$ cat src/rtl/sort_sequencer_if.sv
// Stream-in / stream-out bundle for the sequenced 8-entry sorter.
// The master drives the load and drain handshakes, and the slave is the sorter.
interface sort_sequencer_if #(
    parameter int unsigned DATA_W = 8
);
    logic              in_valid;
    logic              in_ready;
    logic [DATA_W-1:0] in_data;
    logic              out_valid;
    logic              out_ready;
    logic [DATA_W-1:0] out_data;
    logic              out_last;
    logic              busy;

    modport master (
        output in_valid, in_data, out_ready,
        input  in_ready, out_valid, out_data, out_last, busy
    );

    modport slave (
        input  in_valid, in_data, out_ready,
        output in_ready, out_valid, out_data, out_last, busy
    );
endinterface

$ cat src/rtl/sort_sequencer.sv
// Time-multiplexed 8-entry sorter with one shared compare-exchange unit.
// It runs the 19-step Batcher odd-even merge network and then streams the words out largest first.
module sort_sequencer #(
    parameter int unsigned DATA_W = 8
) (
    input  logic            clk,
    input  logic            rst,
    sort_sequencer_if.slave bus
);
    localparam int unsigned N      = 8;
    localparam int unsigned IDX_W  = 3;
    localparam int unsigned STEPS  = 19;
    localparam int unsigned STEP_W = 5;

    typedef enum logic [1:0] {
        S_LOAD,
        S_SORT,
        S_DRAIN
    } state_t;

    state_t             state;
    state_t             state_nxt;
    logic [DATA_W-1:0]  regs [N];
    logic [IDX_W-1:0]   wr_cnt;
    logic [IDX_W-1:0]   rd_cnt;
    logic [STEP_W-1:0]  step;
    logic [IDX_W-1:0]   ci;
    logic [IDX_W-1:0]   cj;
    logic               accept;
    logic               emit;
    logic               swap;
    logic               sort_done;

    // Schedule ROM: the compare pair (i,j), i<j, used at each sort step
    always_comb begin
        ci = '0;
        cj = '0;
        case (step)
            5'd0:    begin ci = 3'd0; cj = 3'd1; end
            5'd1:    begin ci = 3'd2; cj = 3'd3; end
            5'd2:    begin ci = 3'd4; cj = 3'd5; end
            5'd3:    begin ci = 3'd6; cj = 3'd7; end
            5'd4:    begin ci = 3'd0; cj = 3'd2; end
            5'd5:    begin ci = 3'd1; cj = 3'd3; end
            5'd6:    begin ci = 3'd4; cj = 3'd6; end
            5'd7:    begin ci = 3'd5; cj = 3'd7; end
            5'd8:    begin ci = 3'd1; cj = 3'd2; end
            5'd9:    begin ci = 3'd5; cj = 3'd6; end
            5'd10:   begin ci = 3'd0; cj = 3'd4; end
            5'd11:   begin ci = 3'd3; cj = 3'd7; end
            5'd12:   begin ci = 3'd1; cj = 3'd5; end
            5'd13:   begin ci = 3'd2; cj = 3'd6; end
            5'd14:   begin ci = 3'd1; cj = 3'd4; end
            5'd15:   begin ci = 3'd3; cj = 3'd6; end
            5'd16:   begin ci = 3'd2; cj = 3'd4; end
            5'd17:   begin ci = 3'd3; cj = 3'd5; end
            5'd18:   begin ci = 3'd3; cj = 3'd4; end
            default: begin ci = '0;   cj = '0;   end
        endcase
    end

    // Unsigned compare; equal values stay where they are
    assign swap      = regs[ci] < regs[cj];
    assign sort_done = step == STEP_W'(STEPS - 1);

    always_ff @(posedge clk) begin
        if (rst) begin
            state <= S_LOAD;
        end else begin
            state <= state_nxt;
        end
    end

    // Next state and handshake outputs, decoded from the current state
    always_comb begin
        state_nxt     = state;
        accept        = 1'b0;
        emit          = 1'b0;
        bus.in_ready  = 1'b0;
        bus.out_valid = 1'b0;
        bus.out_last  = 1'b0;
        bus.out_data  = '0;
        bus.busy      = 1'b0;
        case (state)
            S_LOAD: begin
                bus.in_ready = 1'b1;
                accept       = bus.in_valid;
                if (accept && wr_cnt == IDX_W'(N - 1)) begin
                    state_nxt = S_SORT;
                end
            end
            S_SORT: begin
                bus.busy = 1'b1;
                if (sort_done) begin
                    state_nxt = S_DRAIN;
                end
            end
            S_DRAIN: begin
                bus.busy      = 1'b1;
                bus.out_valid = 1'b1;
                bus.out_data  = regs[rd_cnt];
                bus.out_last  = rd_cnt == IDX_W'(N - 1);
                emit          = bus.out_ready;
                if (emit && rd_cnt == IDX_W'(N - 1)) begin
                    state_nxt = S_LOAD;
                end
            end
            default: state_nxt = S_LOAD;
        endcase
    end

    // Register file plus the load, step and drain counters.
    // Both counters wrap to 0 on their eighth increment.
    always_ff @(posedge clk) begin
        if (rst) begin
            wr_cnt <= '0;
            rd_cnt <= '0;
            step   <= '0;
            for (int k = 0; k < int'(N); k++) begin
                regs[k] <= '0;
            end
        end else begin
            if (accept) begin
                regs[wr_cnt] <= bus.in_data;
                wr_cnt       <= wr_cnt + IDX_W'(1);
            end
            if (state == S_SORT) begin
                if (swap) begin
                    regs[ci] <= regs[cj];
                    regs[cj] <= regs[ci];
                end
                step <= sort_done ? '0 : step + STEP_W'(1);
            end
            if (emit) begin
                rd_cnt <= rd_cnt + IDX_W'(1);
            end
        end
    end
endmodule

$ cat src/flat_wrapper.sv
// flat-port wrapper written by rule: the top's interface ports become plain ports
module sort_sequencer_flat 
#(
    parameter int unsigned DATA_W = 8
)
  (clk, rst, bus_in_valid, bus_in_data, bus_out_ready, bus_in_ready, bus_out_valid, bus_out_data, bus_out_last, bus_busy);
  sort_sequencer_if #(.DATA_W(DATA_W)) bus_i ();
  input  logic clk;
  input  logic rst;
  input wire logic [$bits(bus_i.in_valid)-1:0] bus_in_valid;
  input wire logic [$bits(bus_i.in_data)-1:0] bus_in_data;
  input wire logic [$bits(bus_i.out_ready)-1:0] bus_out_ready;
  output wire logic [$bits(bus_i.in_ready)-1:0] bus_in_ready;
  output wire logic [$bits(bus_i.out_valid)-1:0] bus_out_valid;
  output wire logic [$bits(bus_i.out_data)-1:0] bus_out_data;
  output wire logic [$bits(bus_i.out_last)-1:0] bus_out_last;
  output wire logic [$bits(bus_i.busy)-1:0] bus_busy;
  assign bus_i.in_valid = bus_in_valid;
  assign bus_i.in_data = bus_in_data;
  assign bus_i.out_ready = bus_out_ready;
  assign bus_in_ready = bus_i.in_ready;
  assign bus_out_valid = bus_i.out_valid;
  assign bus_out_data = bus_i.out_data;
  assign bus_out_last = bus_i.out_last;
  assign bus_busy = bus_i.busy;
  sort_sequencer #(.DATA_W(DATA_W)) u_core (.clk(clk), .rst(rst), .bus(bus_i));
endmodule
$ cat config.mk
export PLATFORM = sky130hd
export DESIGN_NAME = sort_sequencer_flat
export DESIGN_NICKNAME = d
export VERILOG_FILES = /design/src/rtl/sort_sequencer_if.sv /design/src/rtl/sort_sequencer.sv /design/src/flat_wrapper.sv
export SDC_FILE = /design/constraint.sdc
export NUM_CORES = 1
export LEC_CHECK = 0
export CAP_MARGIN = 15
export CORE_AREA = 2 2 83 125
export DETAILED_ROUTE_END_ITERATION = 10
export DIE_AREA = 0 0 85 127
export PLACE_DENSITY = 0.8
export SKIP_LAST_GASP = 1
export SYNTH_ARGS = -nofsm -noshare
export SYNTH_HDL_FRONTEND = slang
export SYNTH_SLANG_ARGS = --single-unit
$ cat constraint.sdc
create_clock -name clk -period 10.34 [get_ports clk]
set_input_delay 2.068 -clock clk [delete_from_list [all_inputs] [get_ports clk]]
set_output_delay 2.068 -clock clk [all_outputs]
set_load 0.05 [all_outputs]
==> key figures <==
Status
  • Status: finished clean

Yosys
  • Distinct cells, synth: 58
  • Syn Nets: 603
  • YS warnings: 0
  • EDFF count, synth: 64
  • Post-synth top flop: edfxtp_1
  • Synth Cell Area: 6181 µm²
  • Gate Count Post-Synth: 569
  • Register area share after synthesis: 38.22%
  • Mean Syn Cell Area: 10.86 µm²
  • Async SR Flop Fraction: 0%
  • Synth Register Bits: 86

Clocking
  • CTS tree: done
  • Post-CTS Resized: 0
  • # H-tree levels: 3
  • # hold bufs at CTS: 0
  • CTS root buffer: clkbuf_16
  • CTS Sinks: 86
  • Latest clock arrival within the worst-skew pair: 350 ps
  • CTS buffer count: 9
  • Clock transition at path regs: 60 ps
  • Post-CTS setup buffers: 0
  • Maximum number of buffers from clock root to sink: 2

Placed design
  • Hpwl dp: 13,400 µm
  • Placed cell area: 6387 µm²
  • Placer Congestion: 0.9708
  • Number of port buffers: 23

Power
  • Maximum vdd drop: 0.09998 mV
  • Pwr per Cell Area: 118.6 nW/µm²
  • Leak: 2.194 nW
  • Final Total Pwr: 0.7939 mW

Layout
  • Final instance area: 6696 µm²
  • Most frequent cells in the layout: 111 x nand2_1, 64 x edfxtp_1, 60 x o31ai_1
  • Commonest non-fill, non-tap cell in the layout: nand2_1
  • Area grow syn2layout: 8.340%
  • Share of cells above drive strength 1: 16.40%
  • ANT cells: 0
  • Nets: 602

Detailed routing
  • DRC: 0
  • DRT Pass-1 Iters: 8
  • Antenna Nets Post-Route: 0
  • Avg Vias per Cell: 7.289
  • Total Wirelength: 18,660 µm
  • Via Count: 5,015
  • DR WL/cell: 27.13 µm
  • Detailed Route Iter0 Violations: 800

Worst setup path
  • Crit Path Max Fanout: 24
  • Worst setup EP type: flop
  • Worst R2R Path Depth: 10
  • CP Launch Type: flop
  • Worst EP arrival: 5230 ps
  • Setup CP Type: reg -> reg
  • RR Endpoint: u_core.regs[0][3]$_DFFE_PP_
  • Reg2reg start: u_core.cj[1]$_SDFF_PP0_
  • Reg2reg setup slack: 5120 ps
  • Required time of the critical path: 10,350 ps

Run
  • Max_cap viols: 0

STA
  • Setup TNS: 0 ps
  • Skew final: 5.327 ps
  • Final Cycle Share: 50.48%
  • Tmin final: 5220 ps
  • Worst slew pin tran: 1163 ps
  • Fmax achieved: 191.6 MHz
  • Max-slew violation count: 0
  • Final hold violations: 0
  • RSZ-0062 raised after global routing: no
  • Max transition margin: 22.45%
  • Smallest hold slack: 482.0 ps
  • Final setup fails: 0

GRT
  • Total global routing overflow: 0
  • Tot GR Track Use: 36.04%
  • First-pass GRT wire length: 28,380 µm
  • Vias in the first global route: 4,890
  • Largest net degree at the start of global routing: 34
  • Initial antenna violation count: 0

Min path
  • Hold crit path type: reg -> reg
  • Min-delay src: u_core.rd_cnt[2]$_SDFFE_PP0P_
  • Min-Delay Path Depth: 2
  • Worst Hold End: u_core.rd_cnt[2]$_SDFFE_PP0P_

Floorplanning
  • Die footprint: 10,800 µm²
  • Die width: 85 µm
  • Row count: 44
  • IO Count: 24
  • Starting Density: 64.16%
  • Area of the core: 9634 µm²
  • Die span in y: 127 µm
cell usage after synthesis, drive strengths merged, types with 2 or more instances:
master | count | area (µm²)
clkbuf | 15 | 56.30
nand4 | 3 | 18.77
nor3 | 8 | 62.56
nor2b | 20 | 125.1
a2bb2oi | 3 | 38.79
nor4 | 6 | 127.6
nor3b | 7 | 52.55
mux2i | 23 | 249.0
nand3 | 8 | 40.04
o31ai | 65 | 513.0
xor2 | 3 | 26.28
o21ai | 11 | 58.81
dfxtp | 22 | 440.4
buf | 24 | 133.9
mux2 | 7 | 78.83
mux4 | 42 | 945.9
nand2 | 111 | 416.7
a211oi | 2 | 15.01
edfxtp | 64 | 1922
a31oi | 2 | 12.51
or3 | 3 | 18.77
a22oi | 2 | 15.01
nand2b | 6 | 37.54
o31a | 4 | 35.03
inv | 12 | 45.04
nor2 | 30 | 120.1
and3 | 5 | 31.28
a2111oi | 2 | 17.52
a21oi | 17 | 85.08
o211ai | 3 | 22.52
ha | 22 | 275.3
cell type report:
class                   count  area (µm²)
clock inverters             5       41.29
repair buffers             27       267.8
fillers                   692        2938
flip-flops and latches     86        2362
well taps                 115       143.9
clock buffers              11       252.7
inverters                  12       45.04
multi-input cells         432        3583
critical path: stages (launching register included):
cell	delay, ps
dfxtp_1	1010
mux2_2	420
a32o_1	250
a2111oi_0	490
ha_1	230
nand4_1	100
nor2_1	190
o21a_1	890
nor2_4	270
mux2i_1	620
nand2_1	400
sequential cells by signal, summed over array words and instances, names as in the netlist, named ones only:
name	cells
u_core.regs	64
u_core.cj	3
u_core.rd_cnt	3
u_core.step	5
u_core.ci	3
u_core.state	2
u_core.wr_cnt	3
cell families (layout without fill, tap and decap cells):
logic type / after synthesis / in the layout / synth area share [%]
buffers and inverters: 51 / 55 / 3.805
adders and majority gates: 22 / 22 / 4.453
and+or+nand+nor: 211 / 211 / 17.51
AOI/OAI and AO/OA: 124 / 124 / 14.98
muxes: 72 / 72 / 20.61
DFF: 86 / 86 / 38.22
xor gates and xnor gates: 3 / 3 / 0.4252
metrics by stage:
| stage | worst slack, ps | utilization (%) | instances |
|---|---|---|---|
| 3_3_place_gp | 5362 | 66.30 | 671 |
| 3_5_place_dp | 5209 | 66.30 | 671 |
| 2_1_floorplan | 5956 | - | 569 |
| 4_1_cts | 5148 | 69.35 | 687 |
| 6_report | 5120 | 69.51 | 688 |
| 5_1_grt | 4631 | 69.51 | 688 |
where the power goes:
group	switching, mW	internal [mW]
registers	0.0172	0.384
logic	0.0470	0.0293
clock network	0.139	0.178
total	0.203	0.591
worst max-delay path by stage:
| stage | start | to | cells after the start |
|---|---|---|---|
| CTS | flop | bus_out_data[5] | 4 |
| finish | u_core.cj[1]$_SDFF_PP0_ | u_core.regs[0][3]$_DFFE_PP_ | 10 |
| detailed placement | u_core.cj[1]$_SDFF_PP0_ | u_core.regs[0][2]$_DFFE_PP_ | 10 |
| floorplan | flop | bus_out_data[5] | 5 |
| global placement | u_core.cj[0]$_DFF_P_ | u_core.regs[1][2]$_DFFE_PP_ | 10 |
| global route | u_core.cj[1]$_SDFF_PP0_ | u_core.regs[0][7]$_DFFE_PP_ | 10 |
per-layer routing:
| layer | GRT usage (%) | routed length, µm | part of all wire [%] | up-vias |
|---|---|---|---|---|
| li1 | - | - | - | 2191 |
| met2 | 57.86 | 8828 | 47 | 387 |
| met4 | 27.26 | 1714 | 9.2 | 0 |
| met1 | 41.20 | 5991 | 32 | 2327 |
| met5 | 0 | 0 | 0 | - |
| met3 | 8.721 | 2128 | 11 | 110 |
(Power assumes the default switching activity.)
